### src/rtl/bitfusion_seq_ctrl_if.sv
// Load stream into the bit-fusion sequencer: host/DMA is master, sequencer is slave.
interface bitfusion_seq_ctrl_if #(
  parameter int DATA_W = 32
);
  logic              ld_valid;
  logic [DATA_W-1:0] ld_data;
  logic              ld_ready;

  modport master (output ld_valid, output ld_data, input ld_ready);
  modport slave  (input ld_valid, input ld_data, output ld_ready);
endinterface

### src/rtl/bitfusion_seq_ctrl.sv
// Job sequencer for the bit-fusion systolic array: steers the load stream into the
// weight/input buffers, then drives the skewed read enables, accumulator clear and done flags.
module bitfusion_seq_ctrl #(
  parameter int ARRAY_SIZE = 4,
  parameter int DATA_W     = 32,
  parameter int BUF_DEPTH  = 16,
  parameter int PIPE_LAT   = 3
) (
  input  logic                                clk,
  input  logic                                nRST,
  input  logic                                start,
  input  logic                                abort,
  input  logic [$clog2(BUF_DEPTH):0]          cfg_k_len,
  input  logic [2:0]                          cfg_in_bw,
  input  logic [2:0]                          cfg_w_bw,
  input  logic                                cfg_in_signed,
  input  logic                                cfg_w_signed,
  bitfusion_seq_ctrl_if.slave                 ld,
  output logic [DATA_W-1:0]                   data_in,
  output logic [ARRAY_SIZE-1:0]               IBUF_wr_en,
  output logic [ARRAY_SIZE*ARRAY_SIZE-1:0]    WBUF_wr_en,
  output logic [ARRAY_SIZE-1:0]               input_rd_en,
  output logic [ARRAY_SIZE*ARRAY_SIZE-1:0]    weight_rd_en,
  output logic [ARRAY_SIZE-1:0]               acc_clear,
  output logic [ARRAY_SIZE*ARRAY_SIZE*4-1:0]  input_sign,
  output logic [ARRAY_SIZE*ARRAY_SIZE*4-1:0]  weight_sign,
  output logic [2:0]                          input_bitwidth,
  output logic [2:0]                          weight_bitwidth,
  output logic                                busy,
  output logic                                done,
  output logic                                obuf_valid,
  output logic                                cfg_err
);

  localparam int NPE    = ARRAY_SIZE * ARRAY_SIZE;
  localparam int K_W    = $clog2(BUF_DEPTH) + 1;
  localparam int SLOT_W = $clog2(NPE);
  localparam int T_W    = $clog2(BUF_DEPTH + 2 * ARRAY_SIZE + PIPE_LAT) + 1;

  // state     | meaning
  // S_IDLE    | waiting for a legal start
  // S_LOAD_W  | accepting A*A*K weight words
  // S_LOAD_I  | accepting A*K input words
  // S_CLEAR   | one-cycle accumulator clear
  // S_COMPUTE | skewed reads, t = 0 .. K+2(A-1)-1
  // S_DRAIN   | PIPE_LAT cycles for the last sum to reach OBUF
  // S_DONE    | one-cycle completion pulse
  typedef enum logic [2:0] {
    S_IDLE, S_LOAD_W, S_LOAD_I, S_CLEAR, S_COMPUTE, S_DRAIN, S_DONE
  } state_t;

  state_t            state, state_nxt;
  logic [SLOT_W-1:0] slot, slot_nxt;
  logic [K_W-1:0]    step, step_nxt;
  logic [T_W-1:0]    t, t_nxt;

  logic [K_W-1:0]    k_len_q;
  logic [2:0]        in_bw_q, w_bw_q;
  logic              in_sg_q, w_sg_q;

  logic              cfg_ok, hs, start_ok, start_bad;
  logic              last_step;
  logic [T_W-1:0]    t_last;
  logic [ARRAY_SIZE-1:0] in_rd_nxt;
  logic [NPE-1:0]        w_rd_nxt;

  assign cfg_ok = (cfg_k_len != '0) && (cfg_k_len <= K_W'(BUF_DEPTH))
                  && !cfg_in_bw[2] && !cfg_w_bw[2];

  assign ld.ld_ready = ((state == S_LOAD_W) || (state == S_LOAD_I)) && !abort;
  assign hs          = ld.ld_valid && ld.ld_ready;
  assign last_step   = (step == k_len_q - K_W'(1));
  assign t_last      = T_W'(k_len_q) + T_W'(2 * ARRAY_SIZE - 3);

  always_ff @(posedge clk or negedge nRST) begin
    if (!nRST) begin
      state <= S_IDLE;
      slot  <= '0;
      step  <= '0;
      t     <= '0;
    end else begin
      state <= state_nxt;
      slot  <= slot_nxt;
      step  <= step_nxt;
      t     <= t_nxt;
    end
  end

  always_comb begin
    state_nxt = state;
    slot_nxt  = slot;
    step_nxt  = step;
    t_nxt     = t;
    start_ok  = 1'b0;
    start_bad = 1'b0;
    if (abort) begin
      state_nxt = S_IDLE;
      slot_nxt  = '0;
      step_nxt  = '0;
      t_nxt     = '0;
    end else begin
      case (state)
        S_IDLE: begin
          if (start) begin
            if (cfg_ok) begin
              start_ok  = 1'b1;
              state_nxt = S_LOAD_W;
              slot_nxt  = '0;
              step_nxt  = '0;
            end else begin
              start_bad = 1'b1;
            end
          end
        end
        S_LOAD_W: begin
          if (hs) begin
            if (slot == SLOT_W'(NPE - 1)) begin
              slot_nxt = '0;
              if (last_step) begin
                step_nxt  = '0;
                state_nxt = S_LOAD_I;
              end else begin
                step_nxt = step + K_W'(1);
              end
            end else begin
              slot_nxt = slot + SLOT_W'(1);
            end
          end
        end
        S_LOAD_I: begin
          if (hs) begin
            if (slot == SLOT_W'(ARRAY_SIZE - 1)) begin
              slot_nxt = '0;
              if (last_step) begin
                step_nxt  = '0;
                state_nxt = S_CLEAR;
              end else begin
                step_nxt = step + K_W'(1);
              end
            end else begin
              slot_nxt = slot + SLOT_W'(1);
            end
          end
        end
        S_CLEAR: begin
          state_nxt = S_COMPUTE;
          t_nxt     = '0;
        end
        S_COMPUTE: begin
          if (t == t_last) begin
            state_nxt = S_DRAIN;
            t_nxt     = '0;
          end else begin
            t_nxt = t + T_W'(1);
          end
        end
        S_DRAIN: begin
          if (t == T_W'(PIPE_LAT - 1)) begin
            state_nxt = S_DONE;
            t_nxt     = '0;
          end else begin
            t_nxt = t + T_W'(1);
          end
        end
        S_DONE:  state_nxt = S_IDLE;
        default: state_nxt = S_IDLE;
      endcase
    end
  end

  // Read enables are registered, so they are computed from the next state/count.
  always_comb begin
    in_rd_nxt = '0;
    w_rd_nxt  = '0;
    if (state_nxt == S_COMPUTE) begin
      for (int i = 0; i < ARRAY_SIZE; i++) begin
        in_rd_nxt[i] = (int'(t_nxt) >= i) && (int'(t_nxt) < i + int'(k_len_q));
        for (int j = 0; j < ARRAY_SIZE; j++) begin
          w_rd_nxt[i*ARRAY_SIZE+j] = (int'(t_nxt) >= i + j)
                                     && (int'(t_nxt) < i + j + int'(k_len_q));
        end
      end
    end
  end

  always_comb begin
    IBUF_wr_en = '0;
    WBUF_wr_en = '0;
    for (int r = 0; r < ARRAY_SIZE; r++) begin
      IBUF_wr_en[r] = (state == S_LOAD_I) && hs && (slot == SLOT_W'(r));
    end
    for (int p = 0; p < NPE; p++) begin
      WBUF_wr_en[p] = (state == S_LOAD_W) && hs && (slot == SLOT_W'(p));
    end
  end

  always_ff @(posedge clk or negedge nRST) begin
    if (!nRST) begin
      input_rd_en  <= '0;
      weight_rd_en <= '0;
      k_len_q      <= '0;
      in_bw_q      <= '0;
      w_bw_q       <= '0;
      in_sg_q      <= 1'b0;
      w_sg_q       <= 1'b0;
      obuf_valid   <= 1'b0;
      cfg_err      <= 1'b0;
    end else begin
      input_rd_en  <= in_rd_nxt;
      weight_rd_en <= w_rd_nxt;
      if (start_ok) begin
        k_len_q <= cfg_k_len;
        in_bw_q <= cfg_in_bw;
        w_bw_q  <= cfg_w_bw;
        in_sg_q <= cfg_in_signed;
        w_sg_q  <= cfg_w_signed;
      end
      if (abort || start_ok) begin
        obuf_valid <= 1'b0;
      end else if (state_nxt == S_DONE) begin
        obuf_valid <= 1'b1;
      end
      if (start_ok) begin
        cfg_err <= 1'b0;
      end else if (start_bad) begin
        cfg_err <= 1'b1;
      end
    end
  end

  assign data_in         = ld.ld_data;
  assign acc_clear       = {ARRAY_SIZE{state == S_CLEAR}};
  assign busy            = (state != S_IDLE);
  assign done            = (state == S_DONE);
  assign input_bitwidth  = in_bw_q;
  assign weight_bitwidth = w_bw_q;
  assign input_sign      = {(NPE*4){in_sg_q}};
  assign weight_sign     = {(NPE*4){w_sg_q}};

endmodule

### src/flat_wrapper.sv
// flat-port wrapper written by rule: the top's interface ports become plain ports
module bitfusion_seq_ctrl_flat 
#(
  parameter int ARRAY_SIZE = 4,
  parameter int DATA_W     = 32,
  parameter int BUF_DEPTH  = 16,
  parameter int PIPE_LAT   = 3
)
  (clk, nRST, start, abort, cfg_k_len, cfg_in_bw, cfg_w_bw, cfg_in_signed, cfg_w_signed, data_in, IBUF_wr_en, WBUF_wr_en, input_rd_en, weight_rd_en, acc_clear, input_sign, weight_sign, input_bitwidth, weight_bitwidth, busy, done, obuf_valid, cfg_err, ld_ld_valid, ld_ld_data, ld_ld_ready);
  bitfusion_seq_ctrl_if #(.DATA_W(DATA_W)) ld_i ();
  input  logic clk;
  input  logic nRST;
  input  logic start;
  input  logic abort;
  input  logic [$clog2(BUF_DEPTH):0] cfg_k_len;
  input  logic [2:0] cfg_in_bw;
  input  logic [2:0] cfg_w_bw;
  input  logic cfg_in_signed;
  input  logic cfg_w_signed;
  output logic [DATA_W-1:0] data_in;
  output logic [ARRAY_SIZE-1:0] IBUF_wr_en;
  output logic [ARRAY_SIZE*ARRAY_SIZE-1:0] WBUF_wr_en;
  output logic [ARRAY_SIZE-1:0] input_rd_en;
  output logic [ARRAY_SIZE*ARRAY_SIZE-1:0] weight_rd_en;
  output logic [ARRAY_SIZE-1:0] acc_clear;
  output logic [ARRAY_SIZE*ARRAY_SIZE*4-1:0] input_sign;
  output logic [ARRAY_SIZE*ARRAY_SIZE*4-1:0] weight_sign;
  output logic [2:0] input_bitwidth;
  output logic [2:0] weight_bitwidth;
  output logic busy;
  output logic done;
  output logic obuf_valid;
  output logic cfg_err;
  input wire logic [$bits(ld_i.ld_valid)-1:0] ld_ld_valid;
  input wire logic [$bits(ld_i.ld_data)-1:0] ld_ld_data;
  output wire logic [$bits(ld_i.ld_ready)-1:0] ld_ld_ready;
  assign ld_i.ld_valid = ld_ld_valid;
  assign ld_i.ld_data = ld_ld_data;
  assign ld_ld_ready = ld_i.ld_ready;
  bitfusion_seq_ctrl #(.ARRAY_SIZE(ARRAY_SIZE), .DATA_W(DATA_W), .BUF_DEPTH(BUF_DEPTH), .PIPE_LAT(PIPE_LAT)) u_core (.clk(clk), .nRST(nRST), .start(start), .abort(abort), .cfg_k_len(cfg_k_len), .cfg_in_bw(cfg_in_bw), .cfg_w_bw(cfg_w_bw), .cfg_in_signed(cfg_in_signed), .cfg_w_signed(cfg_w_signed), .ld(ld_i), .data_in(data_in), .IBUF_wr_en(IBUF_wr_en), .WBUF_wr_en(WBUF_wr_en), .input_rd_en(input_rd_en), .weight_rd_en(weight_rd_en), .acc_clear(acc_clear), .input_sign(input_sign), .weight_sign(weight_sign), .input_bitwidth(input_bitwidth), .weight_bitwidth(weight_bitwidth), .busy(busy), .done(done), .obuf_valid(obuf_valid), .cfg_err(cfg_err));
endmodule
### config.mk
export PLATFORM = sky130hd
export DESIGN_NAME = bitfusion_seq_ctrl_flat
export DESIGN_NICKNAME = d
export VERILOG_FILES = /design/src/rtl/bitfusion_seq_ctrl_if.sv /design/src/rtl/bitfusion_seq_ctrl.sv /design/src/flat_wrapper.sv
export SDC_FILE = /design/constraint.sdc
export NUM_CORES = 1
export LEC_CHECK = 0
export ABC_AREA = 1
export BUFFER_PORTS_ARGS = -buffer_cell sky130_fd_sc_hd__buf_2
export CAP_MARGIN = 20
export CORE_MARGIN = 10
export CORE_UTILIZATION = 47
export CTS_BUF_LIST = sky130_fd_sc_hd__clkbuf_4
export DETAILED_ROUTE_END_ITERATION = 16
export PLACE_DENSITY = 0.83
export SYNTH_ARGS = -nofsm -noshare
export SYNTH_HDL_FRONTEND = slang
export SYNTH_SLANG_ARGS = --single-unit
### constraint.sdc
create_clock -name clk -period 3.8 [get_ports clk]
set_clock_uncertainty 0.2 [all_clocks]
set_input_delay 0.76 -clock clk [delete_from_list [all_inputs] [get_ports clk]]
set_output_delay 0.76 -clock clk [all_outputs]
set_load 0.005 [all_outputs]
# --- After elaboration in Yosys (flattened, before gate mapping) ---
# Cells that the tools add are included.
totals:
  reg_bits: 53
  inputBits: 50
  out_inout_bits: 215
op_classes:
  add_sub_neg: 11
  n_lt_le_gt_ge: 14
  n_eq_ne: 32
  muxes: 47
  reduce_logical: 47
ops:
  columns: ["op", "n"]
  rows:
  - ["$lt 7x32->1", 6]
  - ["$mux 5", 8]
  - ["$logic_and 1x1->1", 33]
  - ["$mux 3", 11]
  - ["$eq 4x4->1 const B", 8]
  - ["$mux 4", 8]
  - ["$add 3x5->6 const A", 3]
  - ["$ge 6x3->1 const B", 3]
  - ["$mux 6", 3]
  - ["$pmux 3 s6", 1]
  - ["$pmux 6 s3", 1]
  - ["$eq 4x3->1 const B", 4]
  - ["$mux 16", 1]
  - ["$eq 3x3->1 const B", 5]
  - ["$pmux 5 s3", 1]
  - ["$add 2x5->6 const A", 2]
  - ["$ge 6x2->1 const B", 2]
  - ["$mux 1", 12]
  - ["$pmux 4 s3", 1]
  - ["$ne 3x2->1 const B", 3]
  - ["$ne 3x3->1 const B", 3]
  - ["$eq 4x2->1 const B", 2]
  - ["$reduce_and 7->1", 1]
  - ["$add 1x5->6 const A", 1]
  - ["other kinds (23)", 28]

# --- Logic depth before layout (Yosys ltp) ---
# Gate-level depths: netlist of the first run.
depth:
  word_depth: 11
  depth_mapped: 21
  ltp_nobuf: 20

# --- Least setup slack after synthesis of the first run ---
# No wires, ideal clock.
synth_timing:
  path_kind: "reg2reg"
  start: "register u_core.k_len_q[0]"
  end: "register u_core.input_rd_en[2]"
  setup_ps: 73
  t_arrival_ps: 2449
  setup_slack_ps: 1078
  path_stages_with_launch: 19
  n_path_buf: 1
  path_cell_list: "dfrtp_1 buf_2 inv_1 ha_1 inv_1 nand2_1 nand2_1 nor2_1 nand2_1 nor2_4 nand4_2 nand2_1 inv_1 ha_1 inv_1 nor2_1 nor2_1 nand2_1 a21oi_2"
synth_lines:
  columns: ["element", "line_no", "source"]
  rows:
  - ["start: declaration", "bitfusion_seq_ctrl.sv:57", "logic [K_W-1:0] k_len_q;"]
  - ["start signal: assignment", "bitfusion_seq_ctrl.sv:212", "k_len_q <= cfg_k_len;"]
  - ["$add 5x3->6 *", "bitfusion_seq_ctrl.sv:73", "assign t_last = T_W'(k_len_q) + T_W'(2 * ARRAY_SIZE - 3);"]
  - ["$eq 6x6->1 *", "bitfusion_seq_ctrl.sv:150", "if (t == t_last) begin"]
  - ["$mux 6 *", "bitfusion_seq_ctrl.sv:150", null]
  - ["$pmux 6 s3 *", "bitfusion_seq_ctrl.sv:102", "case (state)"]
  - ["$mux 6 *", "bitfusion_seq_ctrl.sv:96", "if (abort) begin"]
  - ["via u_core.t_nxt[5]", "bitfusion_seq_ctrl.sv:55", "logic [T_W-1:0] t, t_nxt;"]
  - ["$lt 7x32->1 or $ge 6x2->1 (tied branches)", "bitfusion_seq_ctrl.sv:177", "in_rd_nxt[i] = (int'(t_nxt) >= i) && (int'(t_nxt) < i + int'(k_len_q));"]
  - ["$logic_and 1x1->1 *", "bitfusion_seq_ctrl.sv:177", null]
  - ["$mux 4 *", "bitfusion_seq_ctrl.sv:175", "if (state_nxt == S_COMPUTE) begin"]
  - ["via u_core.in_rd_nxt[2]", "bitfusion_seq_ctrl.sv:64", "logic [ARRAY_SIZE-1:0] in_rd_nxt;"]
  - ["end signal: assignment", "bitfusion_seq_ctrl.sv:209", "input_rd_en <= in_rd_nxt;"]
  - ["end: declaration", "bitfusion_seq_ctrl.sv:22", "output logic [ARRAY_SIZE-1:0] input_rd_en,"]
# The timed path passes the listed nets; every way through them passes the cells marked *.
# A chain may end at the register's enable or synchronous reset.

# --- Final worst setup path of the first run ---
layout_timing:
  start: "register u_core.k_len_q[0]"
  end: "register u_core.weight_rd_en[14]"
layout_lines:
  columns: ["element", "line_no", "source"]
  rows:
  - ["$add 5x3->6 *", "bitfusion_seq_ctrl.sv:73", null]
  - ["$eq 6x6->1 *", "bitfusion_seq_ctrl.sv:150", null]
  - ["$mux 6 *", "bitfusion_seq_ctrl.sv:150", null]
  - ["$pmux 6 s3 *", "bitfusion_seq_ctrl.sv:102", null]
  - ["$mux 6 *", "bitfusion_seq_ctrl.sv:96", null]
  - ["via u_core.t_nxt[5]", "bitfusion_seq_ctrl.sv:55", null]
  - ["$lt 7x32->1 or $ge 6x3->1 (tied branches)", "bitfusion_seq_ctrl.sv:180, bitfusion_seq_ctrl.sv:179", null]
  - ["$logic_and 1x1->1 *", "bitfusion_seq_ctrl.sv:180", "&& (int'(t_nxt) < i + j + int'(k_len_q));"]
  - ["$mux 16 *", "bitfusion_seq_ctrl.sv:175", null]
  - ["end signal: assignment", "bitfusion_seq_ctrl.sv:210", "weight_rd_en <= w_rd_nxt;"]
  - ["end: declaration", "bitfusion_seq_ctrl.sv:23", "output logic [ARRAY_SIZE*ARRAY_SIZE-1:0] weight_rd_en,"]
# Marked as above.

==> summary.md, run 1 <==
| Metric | Value |
|---|---|
| Vias in the first global route | `3894` |
| CTS buffer count | `5` |
| RSZ-0062 raised after global routing | `false` |
| FF-to-FF Start | `u_core.k_len_q[0]$_DFFE_PN0P_` |
| CP Class | `flop to flop` |
| Crit start category | `flop` |
| Routed length per instance | `around 15 microns` |
| GP Congestion | `0.9566` |
| Worst Setup End Kind | `flop` |
| Max Slew Vio Count | `0` |
| Final period util | `between 80 and 90%` |
| I/O pins | `265` |
| # setup viols final | `0` |
| Global-route wire length before repair | `19350 microns` |
| Worst-Skew Late Latency | `0.38 ns` |
| Min cycle time layout | `about 3.3 ns` |
| Layout cells sized above 1 | `between 30% and 40%` |
| Htree depth | `2` |
| Syn-to-layout area delta | `-1.337%` |
| Vias post-DR | `4147` |
| Top cell by count, worst path | `nand2_1` |
| Post-DR vias/cell | `between 4 and 5` |
| Synth top area cells | `buf_4 27%, dfrtp_1 20%, nand2_1 11%, ha_1 9.1%, inv_1 6.4%` |
| Final WL | `12620 microns` |
| Worst Path Max Fanout | `9` |
| Setup TNS | `0 ns` |
| Die area | `15060 sq um` |
| Grt ovf | `0` |
| GR Layer Usage met3 | `around 4.6%` |
| Avg Inst Size Synth | `around 7.1 sq um` |
| Die H | `122.7 microns` |
| Hold crit path type | `input port to asynchronous set/reset pin` |
| Placed cells | `859` |
| Hpwl dp | `10500 microns` |
| Post-CTS sizing | `0` |
| Crit-path leading delay family | `simple AND/OR/NAND/NOR gates` |
| WP data arrival | `3.38 ns` |
| Max_cap viols | `0` |
| Post-route cell area | `~4900 sq um` |
| Worst path bufs/invs | `4` |
| Largest net degree at the start of global routing | `66` |
| Min Hold Slack | `0.2995 ns` |
| Outcome | `completed` |
| Sequential share of the synthesized area | `20.19%` |
| Worst slew pin tran | `0.9398 ns` |
| Synth top area share | `26.95%` |
| Drt pass-1 iters | `6` |
| Critical-path cell list | `inv_1 > ha_1 > inv_1 > nand2_1 > nand2_1 > nor2_1 > nand2_1 > nor2_4 > nand4_2 > nand2_1 > inv_1 > ha_1 > inv_1 > nor2_1 > nor2_1 > nand2_1 > a21oi_2` |
| Fin util | `47.39%` |
| Initial antenna violation count | `1` |
| CTS root buf | `clkbuf_4` |
| Rows | `37` |
| Final antenna-violating net count | `0` |
| Gate Count Post-Synth | `703` |
| CP peak stage delay | `0.54 ns` |
| Yosys cell types | `40` |
| Port bufs | `200` |
| CTS tree | `yes` |
| Initial Util | `48.03%` |
| Slew HR | `37.35%` |
| Post-synthesis register bit count | `40` |
| Power Density | `410.4 nW/um^2` |
| Post-Syn Area | `4959 sq um` |
| Yosys warning count | `0` |
| Grt met2 use | `between 20% and 30%` |
| Nets | `816` |
| Max clock buf depth | `2` |
| DRT iter0 DRCs | `about 330` |
| Clock Sinks | `40` |
| Global-route usage over all layers | `15.49%` |
| Critical Path RT | `3.93 ns` |
| Chip width | `122.7 microns` |
| Post-CTS Setup Inserts | `0` |
| DRC | `0` |
| Leakage power | `3.021 nW` |
| Gr busiest metal | `met2` |
| Met1 Track Usage GR | `around 18%` |
| Worst path slowest cell | `dfrtp_1` |
| CP startpoint | `u_core.k_len_q[0]$_DFFE_PN0P_` |
| Peak supply drop | `~0.00025 V` |
| Fmax | `307.4 MHz` |
| CTS Hold Bufs | `0` |
| Final Hold Viols | `0` |
| Final cell count without fillers | `867` |
| Cell taking the most area after synthesis | `buf_4` |
| Clock transition at path regs | `0.15 ns` |
| Core ar. | `10320 sq um` |
| Synthesized net count | `789` |
| Dpl cell area | `4791 sq um` |
-- layout by cell type, fill, tap and decap left out, drive strengths merged, types with 2 or more instances in the layout --
master,n
nor2,63
bufinv,2
buf,202
nor3,15
xor2,11
a21boi,2
dfrtp,40
ha,36
mux2,6
o21ai,22
nand3,31
inv,92
xnor2,4
a21oi,22
nand2,153
nand4,12
or2,2
o21bai,3
clkbuf,5
-- where the power goes --
part           switching [W]  leakage, nW  internal, W  total, W
logic               0.000649         2.44     0.000458   0.00111
registers          0.0000767        0.531     0.000463  0.000540
clock network       0.000160       0.0513     0.000201  0.000361
total               0.000886         3.02      0.00112   0.00201
-- sequential cells by signal (all words and copies together), names as in the netlist --
register,count
u_core.obuf_valid,1
u_core.weight_bitwidth,3
u_core.input_bitwidth,3
u_core.step,5
u_core.input_rd_en,3
u_core.slot,4
u_core.k_len_q,5
u_core.weight_rd_en,4
u_core.in_sg_q,1
u_core.w_sg_q,1
u_core.t,6
u_core.state,3
u_core.cfg_err,1
-- cell type report --
cell class	count	area, sq um
fill	1028	5431
multi-input combinational	389	2256
timing repair buffer	202	1016
sequential	40	1002
inverter	92	347.8
tap	136	170.2
clock inverter	2	60.06
clock buffer	5	37.54
antenna	1	2.502
-- synth_stat cells (all sizes together) --
cell type  count
mux2           6
a211oi         1
nand2        153
a21boi         2
a22oi          1
clkbuf         2
nand3b         1
o211ai         1
xor2          11
nor3          15
dfrtp         40
nor2          63
a21oi         22
inv           92
buf          180
ha            36
or2            2
nand4         12
o21ai         22
nand3         31
xnor2          4
and3           1
o21bai         3
o31ai          1
nor3b          1
-- worst paths after layout --
kind | end | slack [ns] | cells past startpoint
setup / recovery | u_core.weight_rd_en[14]$_DFF_PN0_ | 0.55 | 17
hold / removal | u_core.weight_rd_en[15]$_DFF_PN0_ | 0.30 | 1
setup reg to reg | u_core.weight_rd_en[14]$_DFF_PN0_ | 0.55 | 17
hold reg to reg | u_core.input_bitwidth[2]$_DFFE_PN0P_ | 0.31 | 2
max in group asynchronous | u_core.w_sg_q$_DFFE_PN0P_ | 2.45 | 1
min in group clk | u_core.input_bitwidth[2]$_DFFE_PN0P_ | 0.31 | 2
-- cells by family (layout without fill, tap and decap cells) --
group | after synthesis | count (layout) | synth area share, %
other | 0 | 1 | 0
AO/OA/AOI/OAI | 53 | 53 | 6.182
buffers and inverters | 274 | 301 | 34.32
AND/OR/NAND/NOR | 279 | 279 | 26.07
XOR/XNOR | 15 | 15 | 2.801
multiplexers | 6 | 6 | 1.363
flip-flops | 40 | 40 | 20.19
adder cells (fa/ha/maj) | 36 | 36 | 9.084
-- layer usage --
metal | part of all wire [%] | vias up
li1 | - | 2068
met4 | 2.2 | 0
met1 | 38 | 1856
met3 | 12 | 26
met5 | 0 | -
met2 | 48 | 197
-- through the flow --
step / setup WS [ns] / power (W)
after CTS: 0.6037 / 0.002033
after global placement: 0.6425 / 0.001652
after detailed placement: 0.5748 / 0.001673
after floorplan: 1.078 / 0.001671
after global routing: 0.2640 / 0.002188
final: 0.5470 / 0.002008
(Power assumes the default switching activity.)
==> run 2: changes to the inputs <==
--- a/config.mk
+++ b/config.mk
@@ -9,10 +9,11 @@
 export BUFFER_PORTS_ARGS = -buffer_cell sky130_fd_sc_hd__buf_2
 export CAP_MARGIN = 20
 export CORE_MARGIN = 10
-export CORE_UTILIZATION = 47
+export CORE_UTILIZATION = 43
 export CTS_BUF_LIST = sky130_fd_sc_hd__clkbuf_4
+export CTS_CLUSTER_DIAMETER = 60
 export DETAILED_ROUTE_END_ITERATION = 16
-export PLACE_DENSITY = 0.83
+export PLACE_DENSITY = 0.8
 export SYNTH_ARGS = -nofsm -noshare
 export SYNTH_HDL_FRONTEND = slang
 export SYNTH_SLANG_ARGS = --single-unit
==> constraint.sdc (replaced) <==
create_clock -name clk -period 2.8 [get_ports clk]
set_clock_uncertainty 0.2 [all_clocks]
set_input_delay 0.56 -clock clk [delete_from_list [all_inputs] [get_ports clk]]
set_output_delay 0.56 -clock clk [all_outputs]
set_load 0.005 [all_outputs]
==> summary.md, run 2 (synthesized netlist as in run 1, its figures left out) <==
| Metric | Value |
|---|---|
| Filler cell count | `1095` |
| Post-DR vias/cell | `4.735` |
| Top flop regs | `u_core.t (6), u_core.k_len_q (5), u_core.step (5)` |
| Commonest non-fill, non-tap cells in the layout | `200 x buf_2, 133 x nand2_1, 79 x inv_1` |
| Final antenna-violating net count | `0` |
| Layout cells sized above 1 | `40.94%` |
| DRC | `0` |
| Global-route wire length before repair | `20000 microns` |
| WP data arrival | `2.80 ns` |
| Share of total power in the clock network | `14.8%` |
| Worst Setup End Kind | `flop` |
| Clock transition at path regs | `~0.14 ns` |
| Vias in the first global route | `between 3000 and 4000` |
| Largest net degree at the start of global routing | `66` |
| Max reg flops | `6` |
| Max clock buf depth | `2` |
| Switching pwr | `0.001281 W` |
| Rows | `39` |
| Peak supply drop | `0.0003654 V` |
| # setup viols final | `0` |
| CTS tree | `yes` |
| Worst slew pin tran | `0.4437 ns` |
| Nets | `approximately 850` |
| Max_cap viols | `0` |
| RSZ-0062 raised after global routing | `true` |
| Leakage power | `3.154 nW` |
| Biggest register | `u_core.t` |
| DRT iter0 DRCs | `about 340` |
| Initial antenna violation count | `2` |
| I/O pins | `between 200 and 300` |
| CTS root buf | `clkbuf_4` |
| Global-route usage over all layers | `14.49%` |
| Placed cells | `just under 900` |
| Final WL | `13190 microns` |
| Htree depth | `2` |
| Hpwl dp | `around 11000 microns` |
| Sw Ratio | `roughly 45%` |
| Pint | `0.001572 W` |
| Power Density | `540.4 nW/um^2` |
| Hold crit path type | `input port to flop` |
| Clock Sinks | `40` |
| Worst-Skew Late Latency | `0.38 ns` |
| Routed length per instance | `roughly 15 microns` |
| GP Congestion | `0.9753` |
| Outcome | `completed` |
| Syn-to-layout area delta | `6.485%` |
| Slew HR | `a little over two thirds` |
| Worst Path Max Fanout | `7` |
| CP Class | `flop to flop` |
| Core ar. | `11370 sq um` |
| Port bufs | `200` |
| Die H | `127.4 microns` |
| Power share of the sequential group | `23.7%` |
| Final cell count without fillers | `907` |
| Final period util | `97.05%` |
| Critical Path RT | `around 2.9 ns` |
| Final Hold Viols | `0` |
| Grt ovf | `0` |
| Chip width | `~130 microns` |
| Combinational power share | `61.5%` |
| Min cycle time layout | `2.718 ns` |
| Commonest non-fill, non-tap cell in the layout | `buf_2` |
| Crit start category | `flop` |
| Initial Util | `43.61%` |
| Min Hold Slack | `0.2046 ns` |
| Drt pass-1 iters | `5` |
| Fmax | `between 300 and 400 MHz` |
| Die area | `about 16000 sq um` |
| CTS buffer count | `5` |
| Vias post-DR | `4295` |
| Max Slew Vio Count | `0` |
==> run 2: cell types whose count changed in the layout (fill, tap and decap cells not counted), sizes merged <==
| cell | before | now |
|---|---|---|
| buf | 202 | 232 |
| bufinv | 2 | 1 |
| clkinv | 0 | 2 |
| clkinvlp | 0 | 1 |
| diode | 1 | 2 |
| dlygate4sd3 | 0 | 1 |
| inv | 92 | 91 |
==> run 2: power groups by stage <==
stage | clock network, W | registers [W] | logic [W]
6_report | 0.000422 | 0.000676 | 0.00176
5_1_grt | 0.000453 | 0.000684 | 0.00196
4_1_cts | 0.000434 | 0.000669 | 0.00163
3_5_place_dp | 0 | 0.000680 | 0.00163
3_3_place_gp | 0 | 0.000678 | 0.00160
2_1_floorplan | 0 | 0.000772 | 0.00150
==> run 2: per-layer routing <==
metal  track usage (%)  share of wire (%)  vias to the layer above
met2             24.42                 49                      196
met4             3.885                1.8                        0
met5                 0                  0                        -
li1                  -                  -                     2136
met3             4.963                 10                       20
met1             17.14                 39                     1943
==> run 2: worst paths after layout <==
check / startpoint / end / slack [ns] / cells after the start
max in group asynchronous: nRST / u_core.k_len_q[2]$_DFFE_PN0P_ / 1.31 / 3
worst max register to register: u_core.k_len_q[0]$_DFFE_PN0P_ / u_core.input_rd_en[0]$_DFF_PN0_ / 0.08 / 19
worst min register to register: u_core.input_bitwidth[2]$_DFFE_PN0P_ / u_core.input_bitwidth[2]$_DFFE_PN0P_ / 0.31 / 2
min in group asynchronous: nRST / u_core.input_rd_en[2]$_DFF_PN0_ / 0.38 / 2
worst min-delay path: cfg_k_len[0] / u_core.k_len_q[0]$_DFFE_PN0P_ / 0.20 / 3
worst max-delay path: u_core.k_len_q[0]$_DFFE_PN0P_ / u_core.input_rd_en[0]$_DFF_PN0_ / 0.08 / 19
==> run 2: cell type report <==
class	instances	area (sq um)	share of cell area [%]
clock inverter	3	47.55	0.9005
tap	143	178.9	3.389
sequential	40	1002	18.98
inverter	92	356.6	6.754
clock buffer	5	37.54	0.7109
multi-input combinational	389	2390	45.26
antenna	2	5.005	0.09479
timing repair buffer	233	1262	23.91
==> run 2: critical path: stages, from the launching register on <==
cell,delay [ns]
dfrtp_1,0.46
inv_2,0.08
ha_4,0.30
inv_4,0.04
nand2_2,0.04
nand2_1,0.04
nor2_1,0.08
nand2_1,0.09
nor2_4,0.13
nand3_2,0.07
nand2_2,0.08
nand2_4,0.09
buf_6,0.14
nand2_4,0.06
nor2_4,0.06
ha_4,0.28
nand2_2,0.05
or2_0,0.22
nand3_1,0.07
nor2_1,0.04
==> run 2: timing repair <==
action | in CTS | in global routing
endpoints found under the hold margin | 12 | 0
endpoints found under the setup margin | 0 | 7
hold buffers | 1 | 0
setup buffers | 0 | 11
gates resized for setup | 0 | 34
==> run 2: through the flow <==
stage                     util (%)  setup TNS, ns  area [sq um]  total power (W)  setup WS (ns)
after floorplan                  -              0          4959         0.002268        0.07828
after global placement       43.47              0          4942         0.002276         0.1325
after detailed placement     43.47              0          4942         0.002306        0.04765
after CTS                    44.31              0          5037         0.002736        0.02613
after global routing         46.42        -0.2537          5278         0.003095       -0.06261
final                        46.44              0          5280         0.002853        0.08247
